===== src/rtl/add_sub_control_unit.sv =====
// Multi-cycle fetch/decode/execute controller for the ADD_SUB load/store datapath (ld, sd, add, sub).
// Define ADD_SUB_ADDI_EN to also decode addi; otherwise addi traps as illegal.
module add_sub_control_unit #(
  parameter int unsigned        ADDR_W   = 32,
  parameter logic [ADDR_W-1:0]  PC_RESET = '0
) (
  input  logic              CLK,
  input  logic              RST_N,
  output logic              IMEM_REQ,
  output logic [ADDR_W-1:0] IMEM_ADDR,
  input  logic              IMEM_ACK,
  input  logic [31:0]       IMEM_RDATA,
  output logic [4:0]        rs1,
  output logic [4:0]        rs2,
  output logic [4:0]        rd,
  output logic [11:0]       immediate,
  output logic              sub,
  output logic              I_type,
  output logic              R_type,
  output logic              WE_RF,
  output logic              WE_MEM,
  output logic              MEM_TO_REG,
  output logic              ILLEGAL
);

  typedef enum logic [1:0] {StFetch, StDecode, StExecute, StTrap} state_e;

  state_e            state_q;
  logic [ADDR_W-1:0] pc_q;
  logic [4:0]        rs1_q, rs2_q, rd_q;
  logic [11:0]       imm_q;
  logic              sub_q, i_type_q, r_type_q, mem_to_reg_q;
  logic              we_rf_q, we_mem_q, illegal_q;
  logic              legal_q, pend_rf_q, pend_mem_q;

  logic [6:0] opcode;
  logic [2:0] funct3;
  logic [6:0] funct7;
  logic       is_ld, is_sd, is_rr, is_addi;

  assign opcode = IMEM_RDATA[6:0];
  assign funct3 = IMEM_RDATA[14:12];
  assign funct7 = IMEM_RDATA[31:25];

  assign is_ld = (opcode == 7'b0000011) && (funct3 == 3'b011);
  assign is_sd = (opcode == 7'b0100011) && (funct3 == 3'b011);
  assign is_rr = (opcode == 7'b0110011) && (funct3 == 3'b000) &&
                 ((funct7 == 7'b0000000) || (funct7 == 7'b0100000));
`ifdef ADD_SUB_ADDI_EN
  assign is_addi = (opcode == 7'b0010011) && (funct3 == 3'b000);
`else
  assign is_addi = 1'b0;
`endif

  logic [4:0]  dec_rs1, dec_rs2, dec_rd;
  logic [11:0] dec_imm;
  logic        dec_legal, dec_wr_rf;

  // Fields not used by the decoded instruction are forced to zero.
  always_comb begin
    dec_rs1   = (is_ld || is_sd || is_rr || is_addi) ? IMEM_RDATA[19:15] : 5'd0;
    dec_rs2   = (is_sd || is_rr) ? IMEM_RDATA[24:20] : 5'd0;
    dec_rd    = (is_ld || is_rr || is_addi) ? IMEM_RDATA[11:7] : 5'd0;
    dec_imm   = 12'd0;
    if (is_sd) begin
      dec_imm = {IMEM_RDATA[31:25], IMEM_RDATA[11:7]};
    end else if (is_ld || is_addi) begin
      dec_imm = IMEM_RDATA[31:20];
    end
    dec_legal = is_ld || is_sd || is_rr || is_addi;
    // x0 is hardwired, so a write to it is dropped.
    dec_wr_rf = (is_ld || is_rr || is_addi) && (dec_rd != 5'd0);
  end

  always_ff @(posedge CLK) begin
    if (!RST_N) begin
      state_q      <= StFetch;
      pc_q         <= PC_RESET;
      rs1_q        <= '0;
      rs2_q        <= '0;
      rd_q         <= '0;
      imm_q        <= '0;
      sub_q        <= 1'b0;
      i_type_q     <= 1'b0;
      r_type_q     <= 1'b0;
      mem_to_reg_q <= 1'b0;
      we_rf_q      <= 1'b0;
      we_mem_q     <= 1'b0;
      illegal_q    <= 1'b0;
      legal_q      <= 1'b0;
      pend_rf_q    <= 1'b0;
      pend_mem_q   <= 1'b0;
    end else begin
      unique case (state_q)
        StFetch: begin
          if (IMEM_ACK) begin
            rs1_q        <= dec_rs1;
            rs2_q        <= dec_rs2;
            rd_q         <= dec_rd;
            imm_q        <= dec_imm;
            sub_q        <= is_rr && IMEM_RDATA[30];
            i_type_q     <= is_ld || is_sd || is_addi;
            r_type_q     <= is_rr;
            mem_to_reg_q <= is_ld;
            legal_q      <= dec_legal;
            pend_rf_q    <= dec_wr_rf;
            pend_mem_q   <= is_sd;
            state_q      <= StDecode;
          end
        end
        StDecode: begin
          if (legal_q) begin
            we_rf_q  <= pend_rf_q;
            we_mem_q <= pend_mem_q;
            state_q  <= StExecute;
          end else begin
            illegal_q <= 1'b1;
            state_q   <= StTrap;
          end
        end
        StExecute: begin
          we_rf_q      <= 1'b0;
          we_mem_q     <= 1'b0;
          rs1_q        <= '0;
          rs2_q        <= '0;
          rd_q         <= '0;
          imm_q        <= '0;
          sub_q        <= 1'b0;
          i_type_q     <= 1'b0;
          r_type_q     <= 1'b0;
          mem_to_reg_q <= 1'b0;
          pc_q         <= pc_q + ADDR_W'(4);
          state_q      <= StFetch;
        end
        StTrap: begin
          state_q <= StTrap;
        end
      endcase
    end
  end

  assign IMEM_REQ   = (state_q == StFetch);
  assign IMEM_ADDR  = pc_q;
  assign rs1        = rs1_q;
  assign rs2        = rs2_q;
  assign rd         = rd_q;
  assign immediate  = imm_q;
  assign sub        = sub_q;
  assign I_type     = i_type_q;
  assign R_type     = r_type_q;
  assign WE_RF      = we_rf_q;
  assign WE_MEM     = we_mem_q;
  assign MEM_TO_REG = mem_to_reg_q;
  assign ILLEGAL    = illegal_q;

endmodule


===== config.mk =====
export PLATFORM = sky130hd
export DESIGN_NAME = add_sub_control_unit
export DESIGN_NICKNAME = d
export VERILOG_FILES = /design/src/rtl/add_sub_control_unit.sv
export SDC_FILE = /design/constraint.sdc
export NUM_CORES = 1
export LEC_CHECK = 0
export CAP_MARGIN = 20
export CORE_UTILIZATION = 41
export CTS_CLUSTER_DIAMETER = 50
export DETAILED_ROUTE_END_ITERATION = 12
export PLACE_DENSITY = 0.88
export REMOVE_ABC_BUFFERS = 1
export SYNTH_ARGS = -nofsm -noshare
export SYNTH_HDL_FRONTEND = slang
export SYNTH_SLANG_ARGS = --single-unit

===== constraint.sdc =====
create_clock -name CLK -period 1.65 [get_ports CLK]
set_input_delay 0.33 -clock CLK [delete_from_list [all_inputs] [get_ports CLK]]
set_output_delay 0.33 -clock CLK [all_outputs]
set_load 0.02 [all_outputs]

Yosys cells after proc, flatten, opt, wreduce, memory -nomap -nowiden
Index checks and enable logic that the tools add are counted.

word-level totals
  flip-flop bits (word level) = 71
  input port bits = 35
  output and inout bits = 67
  logic and storage cells = 77

cells by class
  $add $sub $neg = 1
  eq/ne operators = 10
  muxes and demuxes = 28
  bitwise gates (word level) = 1
  reduce and logical (&&, ||, !) cells = 21

operator list
  cell                                                    number
  two-way mux 12 bit                                      3
  adder 32 x 3 -> 32 bit (second input constant)          1
  two-way mux 5 bit                                       6
  one-hot mux 5 bit (2 select lines)                      3
  one-hot mux 12 bit (2 select lines)                     1
  equality test 7 x 6 -> 1 bit (second input constant)    3
  one-hot mux 1 bit (2 select lines)                      6
  one-hot mux 2 bit (4 select lines)                      1
  AND reduction 2 bit                                     4
  equality test 7 x 2 -> 1 bit (second input constant)    1
  logical NOT 7 bit                                       1
  two-way mux 1 bit                                       7
  logical AND 1 bit                                       6
  logical OR 1 bit                                        5
  nonzero test 5 bit                                      1
  equality test 2 bit (second input constant)             2
  nonzero test 2 bit                                      2
  equality test 3 x 2 -> 1 bit (second input constant)    1
  logical NOT 3 bit                                       1
  equality test 2 x 1 -> 1 bit (second input constant)    1
  logical NOT 2 bit                                       1
  two-way mux 2 bit                                       1
  inequality test 2 x 1 -> 1 bit (second input constant)  1
  inequality test 2 bit (second input constant)           1
  inverter 1 bit                                          1

Logic depth before layout (Yosys ltp)
  word-level depth = 7
  depth in mapped cells = 6
  mapped depth without buffers = 5

Worst setup path after synthesis
Ideal clock, no wire load.

  path kind = register to register
  from = reg pc_q[4], in the netlist IMEM_ADDR[4]
  to = reg pc_q[31], in the netlist IMEM_ADDR[31]
  library setup time = 70 ps
  data arrival time = 1907 ps
  required time = 1580 ps
  path slack = -328 ps
  cell stages (with the launch flop) = 7
  cell sequence = dfxtp_1 > nand3b_4 > or3_1 > buf_2 > buf_6 > or4_1 > a21oi_1

on the way
  cells in the longest elaborated chain, start to end = 1

ends and longest elaborated chain
  what                      RTL line  RTL
  start: declaration        29        logic [ADDR_W-1:0] pc_q;
  start signal: assignment  132       pc_q <= pc_q + ADDR_W'(4);
  adder 32 x 3 -> 32 bit    132

No other way between the ends.
A chain may end at the register's enable or synchronous reset.

Worst setup path in the final report
  from = reg state_q[1]
  to = reg imm_q[0], in the netlist immediate[0]

on the way
  cells in the longest elaborated chain, start to end = 3
  elaborated cells between the ends (all ways) = 6
  those cells by class = eq/ne (2); mux (1); reduce/logical (3)

ends and longest elaborated chain
  what                                                                                   RTL line  RTL
  start: declaration                                                                     28        state_e state_q;
  start signal: assignment                                                               77        state_q <= StFetch;
  start signal: assignment                                                               108       state_q <= StDecode;
  start signal: assignment                                                               115       state_q <= StExecute;
  equality test 2 bit / logical NOT 2 bit (equally long branches)                        94        unique case (state_q)
  nonzero test 2 bit (no line) / inequality test 2 x 1 -> 1 bit (equally long branches)  --
  AND reduction 2 bit (no line)                                                          --
  end signal: assignment                                                                 100       imm_q <= dec_imm;
  end: declaration                                                                       31        logic [11:0] imm_q;

Several ways; a longest one is shown, not always the timed one.

==> results by group <==
Critical path
  – Setup crit end kind: register
  – Critical path arrival: about 2 ns
  – R2R Setup Slk: -0.09 ns
  – Req. time, crit path: 1.92 ns
  – Crit Path Max Fanout: 6
  – Launching point of the worst reg2reg path: state_q[1]$_SDFFE_PN0P_
  – Critical path class: reg2reg
  – Worst reg2reg path depth: 6
  – Crit start category: register
  – Reg-to-reg endpoint: immediate[0]$_SDFFE_PN0P_

Floorplanning
  – Chip height: slightly below 90 um
  – Row cnt: 31
  – Initial Util: 0.4207
  – Die area: 7752 um2
  – Die Wd: 88.05 um
  – Core Area: between 7000 and 8000 um2
  – Ports: about 100

STA
  – Hold Violations, Final: 0
  – Setup Skew: about 0.0094 ns
  – Max Slew Vio Count: 0
  – Min Tclk post-route: 1.739 ns
  – Finish-stage setup viols: 6
  – Final period util: 1.054
  – Final setup TNS: -0.1322 ns
  – RSZ-0062 raised after global routing: yes
  – Peak Freq: about 580 MHz
  – Setup slack after layout: -0.08861 ns

Pwr
  – Int Pwr: around 2.6 mW
  – VDD IR-drop max: about 0.00050 V
  – Logic pwr share: 0.092
  – Total power draw: between 3 and 4 mW
  – Clk pwr share: 0.419
  – Power per Cell Area: 677.6 nW/um2
  – Leak Pwr: ~2.4 nW
  – Switching Power: a little over 0.8 mW
  – Sw frac: 0.2385
  – Flop pwr share: 0.489

Synthesis
  – Ys async rst share: 0
  – Post-Syn Instances: 345
  – Post-Syn Area: around 3000 um2
  – Prevailing post-synth register cell: dfxtp_1
  – Post-synth EDFFs: 0
  – Commonest cells post-synth: 69 x dfxtp_1, 37 x a21oi_1, 31 x nand2_1, 31 x nor2_1, 22 x nand3_1
  – Top cell type's share of synthesized area: 0.4551
  – Syn avg cell area: 8.798 um2
  – Most common cell in the netlist: dfxtp_1
  – YS warnings: 0
  – Top cells by area, synth: dfxtp_1 46%, a21oi_1 6.1%, nand2_1 3.8%, nor2_1 3.8%, nand3_1 3.6%
  – Post-synthesis sequential area ratio: 0.4551
  – Post-synthesis cell type count: 44
  – #FFs+latches synth: just under 70
  – Area leader, netlist: dfxtp_1

Clocking
  – Clock transition at path regs: about 0.080 ns
  – CTS root buf: clkbuf_8
  – CTS H-tree lvls: 3
  – CTS max path bufs: 2
  – CTS Buf Count: 9
  – Clock sinks: just under 70
  – Hold-fix buffers, CTS: 0
  – Worst skew pair latency: roughly 0.35 ns
  – CTS tree: yes

Min path
  – Hold Path Sink: rd[3]$_SDFFE_PN0P_
  – WHS Path Cells: 2
  – Hold Crit Start: rd[3]$_SDFFE_PN0P_
  – Hold Crit Class: reg2reg

Place
  – Post-DP HPWL: between 6000 and 7000 um
  – GPL Wtd Cong: roughly 0.82
  – Port Buf Inserts: between 90 and 100
  – Pre-CTS setup slack: -0.6677 ns

Global routing
  – Tot GR Track Use: 0.2370
  – Initial antenna violation count: 0
  – Via count of the first global-routing pass: about 3.2k
  – Global route overflow: 0
  – Global-route wire length before repair: 14150 um
  – Largest net degree at the start of global routing: between 60 and 70

Cells and area
  – Share of cells above drive strength 1: 0.2639
  – Fillers: 554
  – Layout area overhead: 67.23%
  – Final core utilization: 0.7036
  – N_diodes: 0
  – Final nets: 535

Job
  – Total of max-cap violations: 0

Detailed routing
  – Vias/cell: ~5.5
  – Final ANT Viol Nets: 0
  – Via count: 3339
  – Initial DRT Pass Iterations: 4
  – Drt total wl: between 9000 and 10000 um
  – Iteration-0 DRC Markers: approximately 110
  – DRC viols: 0
  – Routed wire length per instance: 16.18 um

Outcome
  – Failing checks: setup timing
  – Status: complete, but fails checks
## area by class of cell
type / count / area, um2 / share of cell area
Clock buffer: 11 / 151.4 / 0.02982
Clock inverter: 5 / 58.81 / 0.01158
Timing Repair Buffer: 169 / 1645 / 0.3241
Sequential cell: 69 / 1400 / 0.2758
Tap cell: 99 / 123.9 / 0.02440
Inverter: 1 / 3.754 / 0.0007395
Multi-Input combinational cell: 249 / 1693 / 0.3335
## sequential cells by signal, indices dropped and copies added (netlist names), 2 cells and up
signal and count:
immediate 12, IMEM_ADDR 30, rd 5, rs2 5, state_q 2, rs1 5
## how the worst max path moves through the flow
| stage | startpoint | endpoint |
|---|---|---|
| finish | state_q[1]$_SDFFE_PN0P_ | immediate[0]$_SDFFE_PN0P_ |
| detailed placement | IMEM_RDATA[13] | pend_mem_q$_SDFFE_PN0P_ |
| global placement | IMEM_RDATA[13] | pend_mem_q$_SDFFE_PN0P_ |
| floorplan | state_q[1]$_SDFFE_PN0P_ | rs1[0]$_SDFFE_PN0P_ |
| global route | state_q[1]$_SDFFE_PN0P_ | rs2[3]$_SDFFE_PN0P_ |
| CTS | IMEM_RDATA[4] | pend_mem_q$_SDFFE_PN0P_ |
## what timing repair did
item / CTS / global route
pin swaps: 23 / 26
cloned: 1 / 4
endpoints found under the setup margin: 91 / 61
setup buffers: 1 / 3
gates resized for setup: 62 / 63
## stage by stage
| stage | cells | hold slack, ns | instance area, um2 |
|---|---|---|---|
| 2_1_floorplan | 319 | 0.4315 | 2918 |
| 3_3_place_gp | 578 | 0.4417 | 4544 |
| 3_5_place_dp | 578 | 0.4457 | 4544 |
| 4_1_cts | 596 | 0.4604 | 4783 |
| 5_1_grt | 603 | 0.4823 | 5076 |
| 6_report | 603 | 0.4540 | 5076 |
## layout by cell type, fill, tap and decap left out, drive strengths merged, types with 11 or more instances in the layout
cell type | Yosys | final
dfxtp | 69 | 69
buf | 7 | 67
dlygate4sd2 | 0 | 43
a21oi | 37 | 37
clkdlybuf4s50 | 0 | 32
nor2 | 31 | 31
nand2 | 31 | 31
dlymetal6s2s | 0 | 23
nand3 | 22 | 22
clkbuf | 20 | 15
or4 | 13 | 13
o31ai | 12 | 12
a22oi | 11 | 11
## power by group through the flow
stage               Combinational, mW  Clock (mW)  Sequential, mW
CTS                             0.305        1.45            1.68
finish                          0.317        1.44            1.68
floorplan                      0.0813           0            1.73
global placement                0.294           0            1.72
detailed placement              0.302           0            1.72
global route                    0.334        1.55            1.68
## routing by layer
layer | GRT usage | part of all wire | routed length [um]
met2 | 0.4517 | 0.55 | 5322
met4 | 0.09091 | 0.016 | 157
met1 | 0.2435 | 0.37 | 3627
met5 | 0 | 0 | 0
met3 | 0.06786 | 0.067 | 650
## worst max-delay path, stage by stage (launching register included)
cell,delay (ns)
dfxtp_4,0.37
or3b_4,0.41
nor3_4,0.27
buf_12,0.16
clkbuf_16,0.14
a32oi_2,0.11
a21oi_1,0.19
## logic make-up (layout without fill, tap and decap cells)
family	count (synthesis)	in the layout	synth area share
AOI/OAI and AO/OA	89	89	0.1859
muxes	3	3	0.009893
adders and majority gates	1	1	0.004121
and+or+nand+nor	142	142	0.2679
DFF	69	69	0.4551
buffers and inverters	28	186	0.04122
other	1	2	0.001235
xor gates and xnor gates	12	12	0.03462
Power figures use the tool's default switching activity.
